--- src/rtl/aes_ctrl_pkg.sv ---
// Shared types for the AES-128 multi-slot control path: scheduler states and the per-slot record.
package aes_ctrl_pkg;

  localparam int ROUNDS_AES128 = 10;
  // Wide enough for any round count up to 31; users slice down to their RND_W.
  localparam int REC_RND_W     = 5;

  typedef enum logic [2:0] {
    ST_IDLE,
    ST_INIT,
    ST_RUN,
    ST_DRAIN,
    ST_DONE
  } sched_state_t;

  typedef struct packed {
    logic                 valid;
    logic                 fin;
    logic [REC_RND_W-1:0] round;
  } slot_rec_t;

endpackage

--- src/rtl/aes_slot_tracker.sv ---
// Per-slot {valid, fin, round} records plus the rotating slot pointer.
// Only the slot under the pointer is ever updated; all others hold.
module aes_slot_tracker
  import aes_ctrl_pkg::*;
#(
  parameter int SLOTS  = 4,
  parameter int ROUNDS = ROUNDS_AES128,
  parameter int SLOT_W = $clog2(SLOTS),
  parameter int RND_W  = $clog2(ROUNDS + 1)
) (
  input  logic              clk,
  input  logic              rst,
  input  logic              clear,
  input  logic              advance,
  input  logic              load,
  input  logic              compute,
  input  logic              offload,
  output logic [SLOT_W-1:0] ptr,
  output logic              cur_valid,
  output logic              cur_fin,
  output logic              cur_last_round,
  output logic [RND_W-1:0]  cur_round,
  output logic              others_valid
);

  slot_rec_t         rec_arr [SLOTS];
  slot_rec_t         cur_rec;
  logic [SLOT_W-1:0] ptr_reg;
  logic [SLOTS-1:0]  other_valid_vec;

  always_ff @(posedge clk) begin
    if (rst || clear) begin
      ptr_reg <= '0;
    end else if (advance) begin
      ptr_reg <= ptr_reg + SLOT_W'(1);
    end
  end

  for (genvar gi = 0; gi < SLOTS; gi++) begin : g_slot
    slot_rec_t rec_reg;
    logic      sel;

    assign sel = (ptr_reg == SLOT_W'(gi));

    // A load on a slot being offloaded in the same cycle wins: the new block replaces it.
    always_ff @(posedge clk) begin
      if (rst || clear) begin
        rec_reg <= '0;
      end else if (sel) begin
        if (load) begin
          rec_reg <= '{valid: 1'b1, fin: 1'b0, round: REC_RND_W'(1)};
        end else if (offload) begin
          rec_reg.valid <= 1'b0;
        end else if (compute) begin
          if (rec_reg.round == REC_RND_W'(ROUNDS)) begin
            rec_reg.fin <= 1'b1;
          end else begin
            rec_reg.round <= rec_reg.round + REC_RND_W'(1);
          end
        end
      end
    end

    assign rec_arr[gi]         = rec_reg;
    assign other_valid_vec[gi] = rec_reg.valid & ~sel;
  end

  assign cur_rec        = rec_arr[ptr_reg];
  assign ptr            = ptr_reg;
  assign cur_valid      = cur_rec.valid;
  assign cur_fin        = cur_rec.fin;
  assign cur_last_round = (cur_rec.round == REC_RND_W'(ROUNDS));
  assign cur_round      = cur_rec.round[RND_W-1:0];
  assign others_valid   = |other_valid_vec;

endmodule

--- src/rtl/aes_multi_slot_scheduler.sv ---
// Multi-slot AES-128 round scheduler: rotates over SLOTS blocks, issuing load/compute/offload strobes.
// Define RUN_CNT_EN to add the saturating 16-bit blk_count port.
module aes_multi_slot_scheduler
  import aes_ctrl_pkg::*;
#(
  parameter int SLOTS  = 4,
  parameter int ROUNDS = ROUNDS_AES128,
  parameter int SLOT_W = $clog2(SLOTS),
  parameter int RND_W  = $clog2(ROUNDS + 1)
) (
  input  logic              clk,
  input  logic              rst,
  input  logic              start,
  input  logic              enter_new_pair,
  input  logic              last_pair,
  input  logic              track_available,
  output logic              init,
  output logic              ok2load,
  output logic              ok2compute,
  output logic              final_round,
  output logic              perform_offload,
  output logic [SLOT_W-1:0] slot_sel,
  output logic [RND_W-1:0]  round_num,
  output logic              busy,
  output logic              done
`ifdef RUN_CNT_EN
  ,
  output logic [15:0]       blk_count
`endif
);

  sched_state_t      state_reg;
  logic              active;
  logic              finished;
  logic              stall;
  logic              advance;
  logic              clear;
  logic [SLOT_W-1:0] ptr;
  logic              cur_valid;
  logic              cur_fin;
  logic              cur_last_round;
  logic [RND_W-1:0]  cur_round;
  logic              others_valid;

  assign active          = (state_reg == ST_RUN) || (state_reg == ST_DRAIN);
  assign finished        = active & cur_valid & cur_fin;
  assign stall           = finished & ~track_available;
  assign perform_offload = finished & track_available;
  assign ok2compute      = active & cur_valid & ~cur_fin;
  assign final_round     = ok2compute & cur_last_round;
  assign ok2load         = (state_reg == ST_RUN) & enter_new_pair & (~cur_valid | perform_offload);
  assign advance         = active & ~stall;
  // Holding the tracker cleared outside RUN/DRAIN keeps ptr at 0 entering INIT.
  assign clear           = ~active;
  assign init            = (state_reg == ST_INIT);
  assign done            = (state_reg == ST_DONE);
  assign busy            = init | active;
  assign slot_sel        = busy ? ptr : '0;
  assign round_num       = busy ? cur_round : '0;

  aes_slot_tracker #(
    .SLOTS  (SLOTS),
    .ROUNDS (ROUNDS),
    .SLOT_W (SLOT_W),
    .RND_W  (RND_W)
  ) u_tracker (
    .clk            (clk),
    .rst            (rst),
    .clear          (clear),
    .advance        (advance),
    .load           (ok2load),
    .compute        (ok2compute),
    .offload        (perform_offload),
    .ptr            (ptr),
    .cur_valid      (cur_valid),
    .cur_fin        (cur_fin),
    .cur_last_round (cur_last_round),
    .cur_round      (cur_round),
    .others_valid   (others_valid)
  );

  // DRAIN ends on the edge that empties the last slot, so done follows the final offload directly.
  always_ff @(posedge clk) begin
    if (rst) begin
      state_reg <= ST_IDLE;
    end else begin
      case (state_reg)
        ST_IDLE:  if (start) state_reg <= ST_INIT;
        ST_INIT:  state_reg <= ST_RUN;
        ST_RUN:   if (ok2load && last_pair) state_reg <= ST_DRAIN;
        ST_DRAIN: if (!others_valid && (!cur_valid || perform_offload)) state_reg <= ST_DONE;
        ST_DONE:  state_reg <= ST_IDLE;
        default:  state_reg <= ST_IDLE;
      endcase
    end
  end

`ifdef RUN_CNT_EN
  logic [15:0] blk_count_reg;

  always_ff @(posedge clk) begin
    if (rst || init) begin
      blk_count_reg <= '0;
    end else if (perform_offload && (blk_count_reg != 16'hFFFF)) begin
      blk_count_reg <= blk_count_reg + 16'd1;
    end
  end

  assign blk_count = blk_count_reg;
`endif

endmodule

--- config.mk ---
export PLATFORM = sky130hd
export DESIGN_NAME = aes_multi_slot_scheduler
export DESIGN_NICKNAME = d
export VERILOG_FILES = /design/src/rtl/aes_ctrl_pkg.sv /design/src/rtl/aes_slot_tracker.sv /design/src/rtl/aes_multi_slot_scheduler.sv
export SDC_FILE = /design/constraint.sdc
export NUM_CORES = 1
export LEC_CHECK = 0
export CAP_MARGIN = 20
export CORE_ASPECT_RATIO = 1.2
export CORE_MARGIN = 2
export CORE_UTILIZATION = 30
export CTS_CLUSTER_DIAMETER = 200
export DETAILED_ROUTE_END_ITERATION = 8
export HOLD_SLACK_MARGIN = 0.02
export PLACE_DENSITY = 0.46
export SYNTH_ARGS = -nofsm -noshare
export SYNTH_HDL_FRONTEND = slang
export SYNTH_SLANG_ARGS = --single-unit
--- constraint.sdc ---
create_clock -name clk -period 6.15 [get_ports clk]
set_clock_uncertainty 0.1 [all_clocks]
set_input_delay 1.23 -clock clk [delete_from_list [all_inputs] [get_ports clk]]
set_output_delay 1.23 -clock clk [all_outputs]
set_load 0.01 [all_outputs]
==> results of run 1 <==
[power by group through the flow]
stage / Sequential, uW / Clock [uW] / Combinational [uW]
after floorplan: 224 / 0 / 45.8
after global placement: 229 / 0 / 60.8
after detailed placement: 229 / 0 / 60.3
after CTS: 223 / 178 / 60.7
after global routing: 225 / 182 / 65.1
final: 224 / 175 / 60.3
[per-layer routing]
layer | routed length [um] | part of all wire, %
met1 | 3360 | 46
met2 | 3560 | 49
met3 | 286 | 3.9
met4 | 58 | 0.80
met5 | 0 | 0
[worst min path at each step]
stage	to	startpoint	cells after the start	slack, ns
2_1_floorplan	u_tracker.g_slot[2].rec_reg[3]$_SDFFE_PP0P_	u_tracker.g_slot[2].rec_reg[3]$_SDFFE_PP0P_	1	0.35
3_3_place_gp	u_tracker.g_slot[1].rec_reg[6]$_SDFFE_PP0P_	u_tracker.g_slot[1].rec_reg[6]$_SDFFE_PP0P_	2	0.40
3_5_place_dp	u_tracker.g_slot[1].rec_reg[6]$_SDFFE_PP0P_	u_tracker.g_slot[1].rec_reg[6]$_SDFFE_PP0P_	2	0.41
4_1_cts	u_tracker.g_slot[1].rec_reg[6]$_SDFFE_PP0P_	u_tracker.g_slot[1].rec_reg[6]$_SDFFE_PP0P_	2	0.42
5_1_grt	u_tracker.g_slot[1].rec_reg[6]$_SDFFE_PP0P_	u_tracker.g_slot[1].rec_reg[6]$_SDFFE_PP0P_	2	0.45
6_report	u_tracker.g_slot[1].rec_reg[6]$_SDFFE_PP0P_	u_tracker.g_slot[1].rec_reg[6]$_SDFFE_PP0P_	2	0.42
[synthesized netlist by cell type, types with 3 or more instances]
master,n
mux2i_1,6
a31oi_1,9
o21ai_0,4
a21oi_1,7
nor4_1,4
buf_2,3
clkbuf_8,5
a41o_1,4
clkbuf_1,3
o22ai_1,3
a21o_1,5
inv_1,18
nor3_1,8
and3_1,6
a41oi_1,3
buf_6,4
nand3_1,8
nor2_1,13
a211o_1,4
a311o_1,3
nand4b_1,3
dfxtp_1,33
o211ai_2,3
ha_1,12
nand4_1,4
a311oi_1,4
a32o_1,4
nand2_1,22
mux4_2,6
and2_1,8
[tightest hold or removal path: cells and delay by family (launching register included)]
family / cells / cell delay (ns)
flops: 1 / 0.33
compound gates: 2 / 0.15
[logic make-up (layout without fill, tap and decap cells)]
logic type	count (synthesis)	in the layout	synth area share, %
adder cells (fa/ha/maj)	12	12	6.13
AND/OR/NAND/NOR	98	98	23.5
flip-flops	33	33	27.0
AO/OA/AOI/OAI	72	72	24.1
XOR/XNOR	1	1	0.358
buffers and inverters	38	48	10.5
multiplexers	13	13	8.43
[stage by stage]
step | setup slack, ns | area (um^2) | instances
floorplan | 2.58 | 2450 | 267
global placement | 1.50 | 2600 | 365
detailed placement | 1.49 | 2600 | 365
CTS | 1.47 | 2690 | 372
global route | 1.41 | 2690 | 372
finish | 1.47 | 2690 | 372
[layout make-up]
cell class	instances	area [um^2]	share of cell area [%]
Multi-Input combinational cell	196	1540	57.1
Sequential cell	33	661	24.6
Timing Repair Buffer	22	210	7.82
Tap cell	95	119	4.42
Clock buffer	7	86.3	3.21
Inverter	19	76.3	2.84
==> flow_metrics.py, run 1 <==
metrics = {
    "run_status": {
        "outcome": "finished clean",
    },
    "die": {
        "rows": 36,
        "die_width_um": 86.5,
        "die_height_um": 103,
        "start_util_pct": 30.5,
        "core-area_mm2": 0.00802,
        "dieArea_mm2": 0.00890,
        "ios": 19,
    },
    "critical_path": {
        "arrival_ns": 3.35,
        "r2r-end": "u_tracker.g_slot[2].rec_reg[1]$_SDFFE_PP0P_",
        "max_stage_delay_ns": 0.57,
        "critPathBufInv": 4,
        "cp_num_cells": 7,
        "cp_cell_sequence": "clkdlybuf4s50_1 > buf_4 > nand4bb_1 > o221a_2 > or2_4 > clkinv_4 > clkdlybuf4s50_1",
        "cp-startpoint": "track_available",
        "rrSetupSlack_ns": 2.97,
        "crit_type": "in -> out",
        "required_ns": 4.82,
        "cp-end-kind": "output port",
        "path_delay_family": "buffers and inverters",
        "r2r-start": "u_tracker.ptr[0]$_SDFFE_PP0P_",
        "cp-endpoint": "ok2load",
        "crit_top_cell": "clkdlybuf4s50_1",
        "reg2regPathDepth": 6,
        "critPathLaunchType": "input port",
        "cp_max_fo": 20,
        "cp_slowest_cell": "clkdlybuf4s50_1",
    },
    "yosys": {
        "ys.flop_type": "dfxtp_1",
        "seq_area_frac_synth_pct": 27.0,
        "synth_edf_count": 0,
        "yosysTopAreaCellShare_pct": 27.0,
        "synth.distinct_cells": 67,
        "synthArstFlopShare_pct": 0,
        "synth_area_leaders": "dfxtp_1, ha_1, mux4_2",
        "synth_cells": 267,
        "syn_nets": 285,
        "yosys_warnings": 0,
        "synth_area_mm2": 0.00245,
        "syn_avg_cell_area_um2": 9.17,
        "synth_top_cell_by_area": "dfxtp_1",
        "ys_ff_latch": 33,
    },
    "clocking": {
        "cts_resized": 0,
        "htreeDepth": 2,
        "cts.sinks": 33,
        "cts_tree": "built",
        "cts_buffers": 5,
        "root_buffer": "clkbuf_8",
        "post_cts_buffers": 0,
        "clkTransAtPathRegs_ns": 0.08,
        "postCtsHoldBufs": 0,
        "insertion_delay_ns": 0.29,
        "ctsLongestPathBuffers": 2,
    },
    "pwr": {
        "power.share.sequential_pct": 48.7,
        "switchingPower_uw": 130,
        "fin_total_pwr_uw": 459,
        "power_frac_clock_pct": 38.2,
        "pwr-share-comb_pct": 13.1,
        "switching_share_pct": 28.4,
        "powerDensity_mw_per_mm2": 171,
        "ir_drop_mv": 0.0638,
        "p_leak_uw": 0.000962,
        "intPower_uw": 329,
    },
    "detailed_routing": {
        "route.detailed.drc": 0,
        "viasPerCell": 5.85,
        "dr.pass1.iters": 4,
        "wl_per_cell_um": 19.5,
        "vias": 2176,
        "first_iter_violations": 176,
        "wl_mm": 7.26,
        "ant_nets": 0,
    },
    "global_routing": {
        "grt_overflow": 0,
        "grt_usage_pct": 16.7,
        "top_usage_layer": "met2",
        "grt_pass1_vias": 2073,
        "grt_util_met3_pct": 2.72,
        "grt_pass1_wl_mm": 11.6,
        "grt_max_degree": 23,
        "grtUsageMet2_pct": 28.1,
        "antenna_found_initial": 0,
        "grtUsageMet1_pct": 22.3,
    },
    "finish": {
        "final_util_pct": 33.5,
        "drive_gt1_share_pct": 13.4,
        "layout_common_cells": "dfxtp_1, nand2_1, inv_1, clkdlybuf4s50_1, nor2_1",
        "finalNetCount": 295,
        "final_common_cell": "dfxtp_1",
        "largest_reg_flops": 28,
        "syn2layout_area_growth_pct": 9.76,
        "fill_cells": 846,
        "n_antenna_cell": 0,
    },
    "placement": {
        "dp_hpwl_mm": 5.19,
        "portBuffers": 18,
        "place_congestion": 0.777,
    },
    "timing": {
        "hold-worst-slack_ns": 0.420,
        "final_hold_viol_count": 0,
        "min_period_over_period_pct": 76.0,
        "slew_headroom_pct": 35.8,
        "rsz0062_at_grt": "no",
        "fin_tns_setup_ns": 0,
        "slew_violations": 0,
        "min_period_ns": 4.68,
        "finalSetupViolations": 0,
        "fmax_ghz": 0.214,
        "worst_slew_pin_slew_ns": 0.958,
    },
    "flow_run": {
        "cap_violations": 0,
    },
    "worst_hold_path": {
        "hold_class": "reg -> reg",
    },
}
No activity file was read; power rests on OpenSTA's default activity.
==> run 2: changes to the inputs <==
PLACE_DENSITY = 0.47   (was 0.46)
clock period = 4.1 ns   (was 6.15 ns; I/O delays follow)
==> run 2 against run 1 <==
Wire length is 1.5% lower. Combinational power is 52% higher. Sequential power is 50% higher. Non-clock buffer count is 4 higher. First-iteration DRC count is 20% lower. Worst setup slack worse by 1.2 ns. Global-route usage is 0.17 points lower. Cell count is 1.1% higher. Clock-buffer cell count stayed put. Die area stayed put. Critical endpoint unchanged. Highest routed layer unchanged.
==> flow_metrics.py, run 2 (same netlist as run 1, synthesis figures left out) <==
metrics = {
    "run_status": {
        "outcome": "finished clean",
    },
    "critical_path": {
        "cp_slowest_cell": "dfxtp_1",
        "max_stage_delay_ns": 0.81,
        "critPathLaunchType": "flip-flop",
        "crit_type": "reg -> out",
        "cp-end-kind": "output port",
        "arrival_ns": 2.88,
        "cp_max_fo": 20,
        "cp_cell_sequence": "mux4_2 > o221a_2 > or2_4 > clkinv_4 > clkdlybuf4s50_1",
        "reg2regPathDepth": 6,
        "required_ns": 3.18,
        "rrSetupSlack_ns": 1.44,
    },
    "die": {
        "ios": 19,
        "die_height_um": 103,
        "start_util_pct": 30.5,
        "die_width_um": 86.5,
        "dieArea_mm2": 0.00890,
        "rows": 36,
        "core-area_mm2": 0.00802,
    },
    "clocking": {
        "clkTransAtPathRegs_ns": 0.08,
        "htreeDepth": 2,
        "insertion_delay_ns": 0.29,
        "postCtsHoldBufs": 0,
        "cts_buffers": 5,
        "post_cts_buffers": 0,
        "ctsLongestPathBuffers": 2,
        "root_buffer": "clkbuf_8",
        "cts_resized": 0,
        "cts_tree": "built",
        "cts.sinks": 33,
    },
    "worst_hold_path": {
        "holdPathStages": 1,
        "hold_class": "reg -> reg",
    },
    "placement": {
        "dp_hpwl_mm": 5.11,
        "place_congestion": 0.786,
        "portBuffers": 18,
    },
    "finish": {
        "largest_reg_flops": 28,
        "fill_cells": 870,
        "final_common_cell": "dfxtp_1",
        "drive_gt1_share_pct": 14.6,
        "syn2layout_area_growth_pct": 11.0,
        "finalNetCount": 299,
        "n_antenna_cell": 0,
        "layout_common_cells": "dfxtp_1, nand2_1, inv_1, clkdlybuf4s50_1, nor2_1",
    },
    "timing": {
        "fin_tns_setup_ns": 0,
        "slew_headroom_pct": 50.1,
        "fmax_ghz": 0.263,
        "min_period_over_period_pct": 92.7,
        "final_hold_viol_count": 0,
        "min_period_ns": 3.80,
        "rsz0062_at_grt": "no",
        "worst_slew_pin_slew_ns": 0.747,
        "finalSetupViolations": 0,
        "slew_violations": 0,
    },
    "detailed_routing": {
        "wl_per_cell_um": 19.0,
        "viasPerCell": 5.86,
        "wl_mm": 7.16,
        "dr.pass1.iters": 5,
        "route.detailed.drc": 0,
        "first_iter_violations": 140,
        "vias": 2205,
        "ant_nets": 0,
    },
    "global_routing": {
        "grtUsageMet1_pct": 21.3,
        "grt_pass1_vias": 2088,
        "top_usage_layer": "met2",
        "grt_util_met3_pct": 3.04,
        "grt_max_degree": 27,
        "grt_overflow": 0,
        "grtUsageMet2_pct": 28.6,
        "grt_pass1_wl_mm": 11.3,
        "grt_usage_pct": 16.6,
        "antenna_found_initial": 0,
    },
    "flow_run": {
        "cap_violations": 0,
    },
    "pwr": {
        "fin_total_pwr_uw": 685,
        "powerDensity_mw_per_mm2": 252,
        "ir_drop_mv": 0.105,
        "p_leak_uw": 0.000982,
    },
}
## run 2: changes by cell type in the layout (fill, tap and decap cells not counted)
| cell | before | now |
|---|---|---|
| buf_4 | 4 | 8 |
## run 2: final cells by class
cell class	instances	area, um^2	area share (%)
multi-input cells	196	1540	56.5
flip-flops and latches	33	661	24.3
repair buffers	26	240	8.84
well taps	95	119	4.37
clock buffers	7	86.3	3.18
inverters	19	76.3	2.81
## run 2: worst paths after layout
check	from	end
max	u_tracker.ptr[0]$_SDFFE_PP0P_	ok2load
min reg2reg	u_tracker.g_slot[2].rec_reg[3]$_SDFFE_PP0P_	u_tracker.g_slot[2].rec_reg[3]$_SDFFE_PP0P_
max reg2reg	u_tracker.ptr[0]$_SDFFE_PP0P_	u_tracker.g_slot[2].rec_reg[1]$_SDFFE_PP0P_
min	u_tracker.g_slot[2].rec_reg[3]$_SDFFE_PP0P_	u_tracker.g_slot[2].rec_reg[3]$_SDFFE_PP0P_
## run 2: critical path: cells and delay by family, from the launching register on
kind | cells | cell delay [ns]
mux | 1 | 0.61
flops | 1 | 0.81
compound gates | 1 | 0.15
simple gates | 1 | 0.26
buf+inv | 2 | 0.75
## run 2: routing by layer
| metal | up-vias | wire (um) |
|---|---|---|
| li1 | 1053 | - |
| met1 | 1094 | 3110 |
| met2 | 51 | 3620 |
| met3 | 7 | 324 |
| met4 | 0 | 99 |
| met5 | - | 0 |
## run 2: stage by stage
stage          worst slack (ns)  cells  utilization [%]  instance area [um^2]  hold slack [ns]
2_1_floorplan              1.11    267                -                  2450            0.352
6_report                  0.298    376             33.9                  2720            0.409
3_3_place_gp              0.395    369             32.8                  2630            0.398
4_1_cts                   0.280    376             33.9                  2720            0.410
5_1_grt                   0.140    376             33.9                  2720            0.427
3_5_place_dp              0.382    369             32.8                  2630            0.393
## run 2: where the power goes
part | total, uW | switching, uW | internal, uW
Combinational | 91.6 | 55.5 | 36.1
Sequential | 335 | 11.1 | 324
Clock | 258 | 124 | 133
==> RTL edit 1: new RTL, settings of run 2 <==
The option `RUN_CNT_EN` is turned on by a define.
--- a/src/rtl/aes_multi_slot_scheduler.sv
+++ b/src/rtl/aes_multi_slot_scheduler.sv
@@ -1,5 +1,7 @@
 // Multi-slot AES-128 round scheduler: rotates over SLOTS blocks, issuing load/compute/offload strobes.
 // Define RUN_CNT_EN to add the saturating 16-bit blk_count port.
+`define RUN_CNT_EN
+
 module aes_multi_slot_scheduler
   import aes_ctrl_pkg::*;
 #(
Function (old outputs only; new: blk_count): kept (Yosys induction, for registers that start in step).
==> RTL edit 1 against run 2 <==
  * Final area rose by 37%
  * Final cell count up 30%
  * Worst setup slack improved by 0.13 ns
  * Largest power group is now the clock network
  * Total power is 66% higher
  * Count of clock-buffer cells in the layout fell by 2
  * Area after synthesis rose by 25%
  * Synthesized cell count increased by 26%
  * Critical endpoint is now final_round
  * Routed wire length is 13% higher
  * Worst hold slack improved by 0.014 ns
  * Sequential cell count grew 16
  * Largest cell class unchanged
  * Global-route usage fell by 1.1 points
  * Non-clock buffer count increased by 13
==> RTL edit 1: results (changes against run 2) <==
| Metric | Value |
|---|---|
| R2r endpoint | `blk_count[7]` |
| IO Port Bufs | `34 (+16)` |
| Setup WS pre-CTS | `0.467 ns (+0.0847 ns)` |
| Peak supply drop | `0.207 mV (+98%)` |
| Reg-to-reg slack, setup | `1.40 ns (-0.04 ns)` |
| Mapped Cells | `336 (+26%)` |
| FF-to-FF path depth | `6 (unchanged)` |
| Hold Startpoint | `blk_count[1]` |
| P_seq | `0.490 mW (+46%)` |
| Largest net degree at the start of global routing | `24 (-11%)` |
| Area after DPL | `3520 um^2 (+34%)` |
| Share of layout cells above drive strength 1 | `0.115 (-0.0305)` |
| Vias in the first global route | `2531 (+21%)` |
| Finished Layout Cells | `490 (+30%)` |
| Nets | `382 (+28%)` |
| Placed instance count | `482 (+31%)` |
| Clock Root Buffer | `clkbuf_16` |
| Synth unique cells | `63 (-6.0%)` |
| Critical Path AT | `2.75 ns (-0.13 ns)` |
| Global-route wire length before repair | `13.2 mm (+17%)` |
| Routed WL | `8.09 mm (+13%)` |
| Via density | `5.48 (-6.6%)` |
| DR pass1 iterations | `4 (-1)` |
| Worst hold path endpoint | `blk_count[1]` |
| Synth area leaders | `dfxtp_1 (32%), ha_1 (5.3%), mux4_2 (5.1%)` |
| Top cells by count, synth | `dfxtp_1 (49), nor2_1 (32), inv_1 (21)` |
| Status | `complete, no violations` |
| Worst-path maximum fanout | `14 (-30%)` |
| Placer Congestion | `0.788 (+0.19%)` |
| Part of the power in the clock network | `0.474 (+0.098)` |
| Clk power | `0.540 mW (+110%)` |
| Sequential-to-total area share from yosys stat | `0.320 (+0.0498)` |
| Hold depth | `2 (+1)` |
| Syn_nets | `355 (+25%)` |
| Worst hold margin | `0.423 ns (+0.0140 ns)` |
==> RTL edit 1: cell types whose count changed after synthesis, moves of 5 or more <==
cell	delta
and4_1	+7
buf_2	+7
a31oi_1	-5
a22o_1	+12
o2bb2ai_1	+5
xnor2_1	+10
clkbuf_1	+5
nand2_1	-11
a21oi_1	+7
dfxtp_1	+16
nand3_1	+5
nor2_1	+19
clkbuf_8	-5
==> RTL edit 1: layer usage <==
layer / vias up / track usage / routed length (um)
met5: - / 0 / 0
met1: 1300 / 0.201 / 3690
met4: 0 / 0.0423 / 30
met2: 49 / 0.264 / 4120
met3: 5 / 0.0262 / 252
li1: 1329 / - / -
==> RTL edit 1: worst max path at each step <==
stage | from | end | slack [ns] | cells past startpoint
2_1_floorplan | u_tracker.ptr[0] | final_round | 1.56 | 4
3_3_place_gp | track_available | ok2load | 0.49 | 6
3_5_place_dp | track_available | ok2load | 0.47 | 6
4_1_cts | u_tracker.ptr[0] | final_round | 0.36 | 4
5_1_grt | u_tracker.ptr[0] | final_round | 0.27 | 4
6_report | u_tracker.ptr[0] | final_round | 0.43 | 4
==> RTL edit 1: cells by family after synthesis <==
| family | synth area share |
|---|---|
| multiplexers | 0.0717 |
| AND/OR/NAND/NOR | 0.249 |
| flip-flops | 0.320 |
| AO/OA/AOI/OAI | 0.217 |
| buffers and inverters | 0.0554 |
| XOR/XNOR | 0.0342 |
| adder cells (fa/ha/maj) | 0.0530 |
==> RTL edit 1: layout make-up <==
cell class                      count  area, um^2
Fill cell                        1049        6300
Sequential cell                    49         981
Timing Repair Buffer               39         378
Clock inverter                      3        65.1
Tap cell                          126         158
Multi-Input combinational cell    245        1920
Clock buffer                        5         125
Inverter                           23        86.3
==> RTL edit 2: new RTL, flow settings as in run 2 <==
Made on the original files. Re-encode `sched_state_t` (5 states) as one-hot, 5 bits wide.
--- a/src/rtl/aes_ctrl_pkg.sv
+++ b/src/rtl/aes_ctrl_pkg.sv
@@ -5,12 +5,12 @@
   // Wide enough for any round count up to 31; users slice down to their RND_W.
   localparam int REC_RND_W     = 5;
 
-  typedef enum logic [2:0] {
-    ST_IDLE,
-    ST_INIT,
-    ST_RUN,
-    ST_DRAIN,
-    ST_DONE
+  typedef enum logic [4:0] {
+    ST_IDLE  = 5'b00001,
+    ST_INIT  = 5'b00010,
+    ST_RUN   = 5'b00100,
+    ST_DRAIN = 5'b01000,
+    ST_DONE  = 5'b10000
   } sched_state_t;
 
   typedef struct packed {
Formal check against the unedited RTL: same outputs for any inputs over 10 cycles, from zero or initial values and one cycle with rst high; not proved beyond that.
==> RTL edit 2 against run 2 <==
  * Final area fell by 9.3%
  * Register-to-register slack improved by 0.23 ns
  * Area after synthesis fell by 13%
  * Worst hold slack got worse by 0.052 ns
  * Worst setup slack improved by 0.32 ns
  * Die area is 12% lower
  * Sequential cell count is 2 higher
  * Sequential share of layout area is 4.1 points higher
  * Synthesized cell count decreased by 6.4%
  * Maximum frequency increased by 9.3%
  * Final cell count shrank 5.3%
  * Routed wire length is 22% lower
  * Critical endpoint is now ok2compute
Power is not compared: it rests on default switching activity, and its combinational part moved more than twofold at a synthesized area within 25%.
==> RTL edit 2: results (changes against run 2) <==
| Metric | Value |
|---|---|
| Setup WS pre-CTS | `0.707 ns (+0.325 ns)` |
| CP delay by family, top | `buffers and inverters` |
| Fillers | `765 (-12%)` |
| Synth area leaders | `dfxtp_1 (33%), ha_1 (7.0%), mux4_1 (6.2%)` |
| Share of layout cells above drive strength 1 | `0.0595 (-0.0864)` |
| Post-synthesis compound-gate area fraction | `0.127 (-0.114)` |
| Adder-cell area share of the yosys netlist | `0.0704 (+0.00906)` |
| Vias | `1861 (-16%)` |
| Top cells by count, synth | `dfxtp_1 (35), nor2_1 (33), nand2_1 (28)` |
| DPL Wire Length | `4.18 mm (-18%)` |
| WL/cell | `15.7 um (-17%)` |
| Status | `complete, no violations` |
| Largest net degree at the start of global routing | `18 (-33%)` |
| Worst path max stage delay | `0.58 ns (-0.23 ns)` |
| Metal2 WL | `2.82 mm (-22%)` |
| Vias in the first global route | `1776 (-15%)` |
| Nets | `286 (-4.3%)` |
| # H-tree levels | `2 (unchanged)` |
| Synth Area in XOR/XNOR | `0.0411 (+0.0375)` |
| Sequential-to-total area share from yosys stat | `0.328 (+0.0586)` |
| Length of routed wiring on met1 | `2.54 mm (-18%)` |
| Worst-path maximum fanout | `14 (-30%)` |
| Critical Path AT | `2.56 ns (-0.32 ns)` |
| Clock Path Buffers | `2 (unchanged)` |
| Detail Route met3 WL | `143 um (-56%)` |
| Syn_nets | `268 (-6.0%)` |
| DR pass1 iterations | `4 (-1)` |
| Placer Congestion | `0.782 (-0.57%)` |
| Synth unique cells | `43 (-36%)` |
| Mux share of post-synthesis cell area | `0.0874 (+0.00308)` |
| Gr usage total | `0.159 (-0.00722)` |
| Headroom to the max-slew limit | `0.545 (+0.0438)` |
| Slowest CP cell | `mux4_2` |
| Drt initial violations | `105 (-25%)` |
| Global-route wire length before repair | `9.25 mm (-18%)` |
-- RTL edit 2: changes by cell type after synthesis, moves of 6 or more --
cell / delta
o21ai_0: +11
xor2_1: +8
a31oi_1: -6
nor2_1: +20
nand2_1: +6
a21oi_1: +12
and2_1: -8
-- RTL edit 2: final cells by class --
cell class              count  share of cell area
flip-flops and latches     35               0.284
multi-input cells         190               0.524
repair buffers             22              0.0853
well taps                  87              0.0442
clock buffers               8              0.0406
inverters                  14              0.0213
-- RTL edit 2: logic make-up after synthesis --
kind of cell    count (synthesis)
simple gates                  112
flops                          35
fa+ha+maj                      12
buf+inv                        25
xor+xnor                       10
compound gates                 48
mux                             8
-- RTL edit 2: tightest hold or removal path, cell delays in order (launching register included) --
cell,delay (ns)
dfxtp_1,0.31
inv_1,0.05
a21oi_1,0.05
-- RTL edit 2: per-stage QoR --
step / area (um^2) / cells / utilization
floorplan: 2130 / 250 / -
global placement: 2360 / 348 / 0.345
detailed placement: 2360 / 348 / 0.345
CTS: 2460 / 356 / 0.359
global route: 2460 / 356 / 0.359
finish: 2460 / 356 / 0.359
-- RTL edit 2: final timing paths --
kind / slack, ns / startpoint / endpoint / depth (start not counted)
max: 0.62 / u_tracker.ptr[0] / ok2compute / 5
min: 0.36 / u_tracker.g_slot[3].rec_reg[5] / u_tracker.g_slot[3].rec_reg[5] / 2
max reg2reg: 1.67 / u_tracker.ptr[1] / u_tracker.g_slot[2].rec_reg[1] / 7
min reg2reg: 0.36 / u_tracker.g_slot[3].rec_reg[5] / u_tracker.g_slot[3].rec_reg[5] / 2
-- RTL edit 2: metal layers --
layer	track usage	vias up
li1	-	927
met1	0.201	902
met2	0.267	27
met3	0.0297	5
met4	0.0593	0
met5	0	-
